`config.mk`:
```
export PLATFORM = sky130hd
export DESIGN_NAME = speck_round_engine
export DESIGN_NICKNAME = d
export VERILOG_FILES = /design/src/rtl/speck_round_engine.sv
export SDC_FILE = /design/constraint.sdc
export NUM_CORES = 1
export LEC_CHECK = 0
export CELL_PAD_IN_SITES_DETAIL_PLACEMENT = 1
export CELL_PAD_IN_SITES_GLOBAL_PLACEMENT = 2
export CORE_AREA = 2 2 157 121
export CTS_BUF_LIST = sky130_fd_sc_hd__clkbuf_8 sky130_fd_sc_hd__clkbuf_16
export DETAILED_ROUTE_END_ITERATION = 10
export DIE_AREA = 0 0 159 123
export GPL_TIMING_DRIVEN = 0
export PLACE_DENSITY = 0.9
export REMOVE_ABC_BUFFERS = 1
export SETUP_SLACK_MARGIN = 0.2
export SYNTH_ARGS = -nofsm -noshare
export SYNTH_HDL_FRONTEND = slang
export SYNTH_SLANG_ARGS = --single-unit
```
`constraint.sdc`:
```
create_clock -name clk -period 3.6 [get_ports clk]
set_clock_uncertainty 0.1 [all_clocks]
set_input_delay 0.9 -clock clk [delete_from_list [all_inputs] [get_ports clk]]
set_output_delay 0.9 -clock clk [all_outputs]
set_load 0.005 [all_outputs]
```
`src/rtl/speck_round_engine.sv`:
```
// speck_round_engine
//   Iterative SPECK round engine. Runs up to MAX_ROUNDS encrypt or decrypt
//   rounds on one 2*WORD_SIZE block, fetching one subkey per round via a
//   request/valid handshake with the key store.
//
// Ports
//   clk, rst           rising-edge clock, synchronous active-high reset
//   start              operation request, sampled only when idle
//   decrypt            0 = encrypt, 1 = decrypt (sampled with start)
//   num_rounds         rounds to run, clamped to MAX_ROUNDS (sampled with start)
//   data_in            input block {x, y} (sampled with start)
//   key_req / key_idx  subkey request and index of the subkey needed
//   key_valid, subkey  subkey handshake from the key store
//   data_out           result block {x, y}, held until the next done
//   busy               high from start acceptance until done
//   done               one-cycle completion pulse
module speck_round_engine #(
  parameter int WORD_SIZE  = 16,
  parameter int ALPHA      = 7,
  parameter int BETA       = 2,
  parameter int MAX_ROUNDS = 22,
  parameter int ROUND_W    = 5
) (
  input  logic                   clk,
  input  logic                   rst,
  input  logic                   start,
  input  logic                   decrypt,
  input  logic [ROUND_W-1:0]     num_rounds,
  input  logic [2*WORD_SIZE-1:0] data_in,
  output logic                   key_req,
  output logic [ROUND_W-1:0]     key_idx,
  input  logic                   key_valid,
  input  logic [WORD_SIZE-1:0]   subkey,
  output logic [2*WORD_SIZE-1:0] data_out,
  output logic                   busy,
  output logic                   done
);

  typedef enum logic [1:0] {
    IDLE,
    KEY,
    DONE
  } state_t;

  localparam logic [ROUND_W-1:0] MAX_R = ROUND_W'(MAX_ROUNDS);

  function automatic logic [WORD_SIZE-1:0] rot_r(input logic [WORD_SIZE-1:0] v,
                                                 input int unsigned amt);
    rot_r = (v >> amt) | (v << (WORD_SIZE - amt));
  endfunction

  function automatic logic [WORD_SIZE-1:0] rot_l(input logic [WORD_SIZE-1:0] v,
                                                 input int unsigned amt);
    rot_l = (v << amt) | (v >> (WORD_SIZE - amt));
  endfunction

  state_t                 state_q, state_d;
  logic [WORD_SIZE-1:0]   x_q, x_d;
  logic [WORD_SIZE-1:0]   y_q, y_d;
  logic [ROUND_W-1:0]     r_q, r_d;
  logic [ROUND_W-1:0]     rounds_q, rounds_d;
  logic                   dec_q, dec_d;
  logic                   busy_q, busy_d;
  logic                   done_q, done_d;
  logic [2*WORD_SIZE-1:0] data_out_q, data_out_d;

  logic [WORD_SIZE-1:0]   enc_x, enc_y, dec_x, dec_y;
  logic [ROUND_W-1:0]     rounds_sel;
  logic [ROUND_W-1:0]     r_inc;

  // Both round directions are computed every cycle; the latched mode picks one.
  always_comb begin
    enc_x = (rot_r(x_q, ALPHA) + y_q) ^ subkey;
    enc_y = rot_l(y_q, BETA) ^ enc_x;
    dec_y = rot_r(x_q ^ y_q, BETA);
    dec_x = rot_l((x_q ^ subkey) - dec_y, ALPHA);
  end

  always_comb begin
    rounds_sel = (num_rounds > MAX_R) ? MAX_R : num_rounds;
    r_inc      = r_q + ROUND_W'(1);
  end

  always_comb begin
    state_d    = state_q;
    x_d        = x_q;
    y_d        = y_q;
    r_d        = r_q;
    rounds_d   = rounds_q;
    dec_d      = dec_q;
    busy_d     = busy_q;
    done_d     = 1'b0;
    data_out_d = data_out_q;
    key_req    = 1'b0;
    key_idx    = '0;

    unique case (state_q)
      IDLE: begin
        if (start) begin
          x_d      = data_in[2*WORD_SIZE-1:WORD_SIZE];
          y_d      = data_in[WORD_SIZE-1:0];
          dec_d    = decrypt;
          rounds_d = rounds_sel;
          r_d      = '0;
          busy_d   = 1'b1;
          state_d  = (rounds_sel == '0) ? DONE : KEY;
        end
      end

      KEY: begin
        key_req = 1'b1;
        // Decrypt walks the key schedule backwards.
        key_idx = dec_q ? (rounds_q - r_q - ROUND_W'(1)) : r_q;
        if (key_valid) begin
          x_d = dec_q ? dec_x : enc_x;
          y_d = dec_q ? dec_y : enc_y;
          r_d = r_inc;
          if (r_inc == rounds_q) begin
            state_d = DONE;
          end
        end
      end

      DONE: begin
        data_out_d = {x_q, y_q};
        done_d     = 1'b1;
        busy_d     = 1'b0;
        state_d    = IDLE;
      end

      default: state_d = IDLE;
    endcase
  end

  always_ff @(posedge clk) begin
    if (rst) begin
      state_q    <= IDLE;
      x_q        <= '0;
      y_q        <= '0;
      r_q        <= '0;
      rounds_q   <= '0;
      dec_q      <= 1'b0;
      busy_q     <= 1'b0;
      done_q     <= 1'b0;
      data_out_q <= '0;
    end else begin
      state_q    <= state_d;
      x_q        <= x_d;
      y_q        <= y_d;
      r_q        <= r_d;
      rounds_q   <= rounds_d;
      dec_q      <= dec_d;
      busy_q     <= busy_d;
      done_q     <= done_d;
      data_out_q <= data_out_d;
    end
  end

  assign data_out = data_out_q;
  assign busy     = busy_q;
  assign done     = done_q;

endmodule

```
==> flow_metrics.py <==
metrics = {
    "floorplan": {
        "initial_utilization_pct": 31.3,
        "die_area_um2": 19600,
        "die_height_um": 123,
        "rows": 43,
        "dieWidth_um": 159,
        "core_area_um2": 18100,
        "ios": 98,
    },
    "worst_hold_path": {
        "hp-class": "flip-flop to flip-flop",
    },
    "finish": {
        "finalInstanceArea_um2": 7370,
        "nets": 847,
        "antenna_cells": 0,
        "drive_gt1_share_pct": 9.54,
        "area_growth_syn_to_layout_pct": 30.0,
    },
    "timing": {
        "worst_hold_slack_ns": 0.375,
        "grt_setup_unrepaired": "yes",
        "maxSlewHeadroom_pct": 19.2,
        "hold_violations": 0,
        "setup_violations": 0,
        "fin_crit_sh_pct": 94.3,
        "min_period_ns": 3.39,
        "drv_slew": 0,
        "setup_ws_ns": 0.205,
        "max_freq_mhz": 295,
        "tightestPinTransition_ns": 1.21,
    },
    "placement": {
        "gp_congestion": 0.909,
        "dp_hpwl_um": 15400,
        "postPlaceCellArea_um2": 6840,
        "portBuffers": 97,
        "pre_cts_ws_ns": -0.515,
    },
    "synth": {
        "seq_area_frac_synth_pct": 27.9,
        "synth_top_cell_by_area": "dfxtp_1",
        "yosys_warnings": 0,
        "synth_edf_count": 0,
        "yosysMostFrequentCell": "dfxtp_1",
        "synthCells": 671,
        "synthTopCellsByCount": "dfxtp_1, xnor2_1, a21oi_1, nor2_1, nand2_1",
        "async_reset_ff_share_pct": 0,
        "yosys-top-cells-area": "dfxtp_1, xnor2_1, ha_1",
        "syn-cell-area_um2": 5660,
        "yosysTopAreaCellShare_pct": 27.9,
        "avgSynthCellArea_um2": 8.44,
        "yosys_most_used_dff": "dfxtp_1",
        "ys_types": 69,
        "ys_ff_latch": 79,
    },
    "power": {
        "combPwrFrac_pct": 57.6,
        "power_frac_seq_pct": 23.0,
        "total_power_mw": 5.63,
        "p_sw_mw": 2.57,
        "internal_power_mw": 3.06,
        "p_sw_share_pct": 45.7,
        "p_leak_nw": 2.76,
        "peakVddDrop_uv": 342,
        "power_density_nw_per_um2": 765,
        "p_clk_share_pct": 19.4,
    },
    "grt": {
        "grt_max_degree": 46,
        "antenna_found_initial": 0,
        "grt_pass1_wl_um": 32000,
        "globalRouteOverflowTotal": 0,
        "grt_usage_pct": 21.5,
        "grt_pass1_vias": 5389,
    },
    "worst_setup_path": {
        "worstPathCellList": "nand2b_4, clkinvlp_4, buf_4, clkdlybuf4s50_1",
        "critPathArrivalTime_ns": 2.39,
        "cpMaxStageDelayCell": "dfxtp_1",
        "critical-path-max-stage-delay_ns": 0.65,
        "critPathMaxFanout": 38,
        "cp.required_ns": 2.60,
        "path_class": "flip-flop to primary output",
        "endpoint_kind": "primary output",
        "start_kind": "flip-flop",
    },
    "routing": {
        "drt-vias-per-instance": 5.48,
        "dr.pass1.iters": 5,
        "vias": 5489,
        "drc": 0,
        "drt-initial-drc-count": 340,
        "ant_nets": 0,
        "drt_wl_total_um": 21400,
        "detail_route.wl_per_cell_um": 21.4,
    },
    "clocking": {
        "cts_buffer_depth": 2,
        "cts-root-buf": "clkbuf_16",
        "htree_levels": 3,
        "hold_buffers": 0,
        "cts_tree": "built",
        "cts-buffers-inserted": 9,
        "clk_pin_slew_worst_paths_ns": 0.06,
        "clk_latency_ns": 0.36,
        "cts_sinks": 79,
    },
    "job": {
        "maxCapViolCount": 0,
    },
    "status": {
        "outcome": "complete, no violations",
    },
}
-- registers in the layout (all words and copies together), names as in the netlist --
register	count
busy	1
x_q	16
data_out	32
rounds_q	5
state_q	2
dec_q	1
done	1
r_q	5
y_q	16
-- area by class of cell --
cell class | count | area (um2)
Fill cell | 2141 | 10700
Multi-Input combinational cell | 539 | 4000
Sequential cell | 79 | 1590
Timing Repair Buffer | 107 | 1060
Tap cell | 247 | 309
Clock buffer | 11 | 253
Clock inverter | 4 | 93.8
Inverter | 14 | 56.3
Timing Repair inverter | 1 | 5.00
-- stage by stage --
| stage | setup TNS (ns) | instances | utilization [%] |
|---|---|---|---|
| finish | 0 | 1002 | 40.7 |
| global route | 0 | 1002 | 40.7 |
| CTS | 0 | 996 | 40.2 |
| detailed placement | -6.11 | 977 | 37.8 |
| global placement | -71.36 | 975 | 37.5 |
| floorplan | 0 | 631 | - |
-- timing repair --
action | in CTS | in global routing
gates resized for setup | 20 | 15
endpoints found under the setup margin | 21 | 15
pin swaps | 7 | 14
setup buffers | 3 | 5
hold endpoints to repair | 0 | 0
cloned | 1 | 1
-- layout by cell type, fill, tap and decap left out, types with 10 or more instances in the layout --
| master | netlist | layout |
|---|---|---|
| clkdlybuf4s50_1 | 0 | 92 |
| dfxtp_1 | 79 | 75 |
| xnor2_1 | 67 | 67 |
| a21oi_1 | 62 | 59 |
| nor2_1 | 54 | 52 |
| nand2_1 | 43 | 43 |
| ha_1 | 35 | 33 |
| a22o_1 | 31 | 31 |
| xor2_1 | 29 | 28 |
| o21ai_0 | 29 | 27 |
| a21o_1 | 21 | 20 |
| a211oi_1 | 17 | 17 |
| nor3_1 | 16 | 16 |
| inv_1 | 14 | 13 |
| nand3_1 | 13 | 13 |
| o211ai_1 | 10 | 10 |
-- power groups by stage --
stage	sequential (mW)	clock, mW	combinational (mW)
final	1.30	1.09	3.24
after global routing	1.30	1.14	3.51
after CTS	1.28	1.11	3.09
after detailed placement	1.30	0	2.96
after global placement	1.31	0	2.90
after floorplan	1.18	0	2.17
-- metal layers --
layer,global-route usage (%),wire length [um]
met5,0,0
met4,4.66,192
met3,4.29,1500
met2,33.2,9060
met1,31.2,10700
-- logic make-up after synthesis --
kind of cell	count (synthesis)	share of synthesized area, %
buffers and inverters	54	3.78
and+or+nand+nor	168	14.2
adders and majority gates	38	8.79
AOI/OAI and AO/OA	229	29.0
DFF	79	27.9
muxes	6	1.06
xor gates and xnor gates	97	15.3
-- path summary, 6_finish.rpt --
path	slack (ns)	end	cells after the start	from
worst max-delay path	0.21	key_req	4	state_q[1]$_SDFFE_PP0P_
worst min-delay path	0.38	data_out[23]$_SDFFE_PP0P_	1	data_out[23]$_SDFFE_PP0P_
worst max register to register	0.60	x_q[15]$_SDFFE_PP0P_	11	x_q[2]$_SDFFE_PP0P_
worst min register to register	0.38	data_out[23]$_SDFFE_PP0P_	1	data_out[23]$_SDFFE_PP0P_
-- worst max-delay path: cells and delay by family, from the launching register on --
family	cells	cell delay (ns)
buffers and inverters	3	0.80
AND/OR/NAND/NOR	1	0.57
flip-flops	1	0.65
Power figures use the tool's default switching activity.
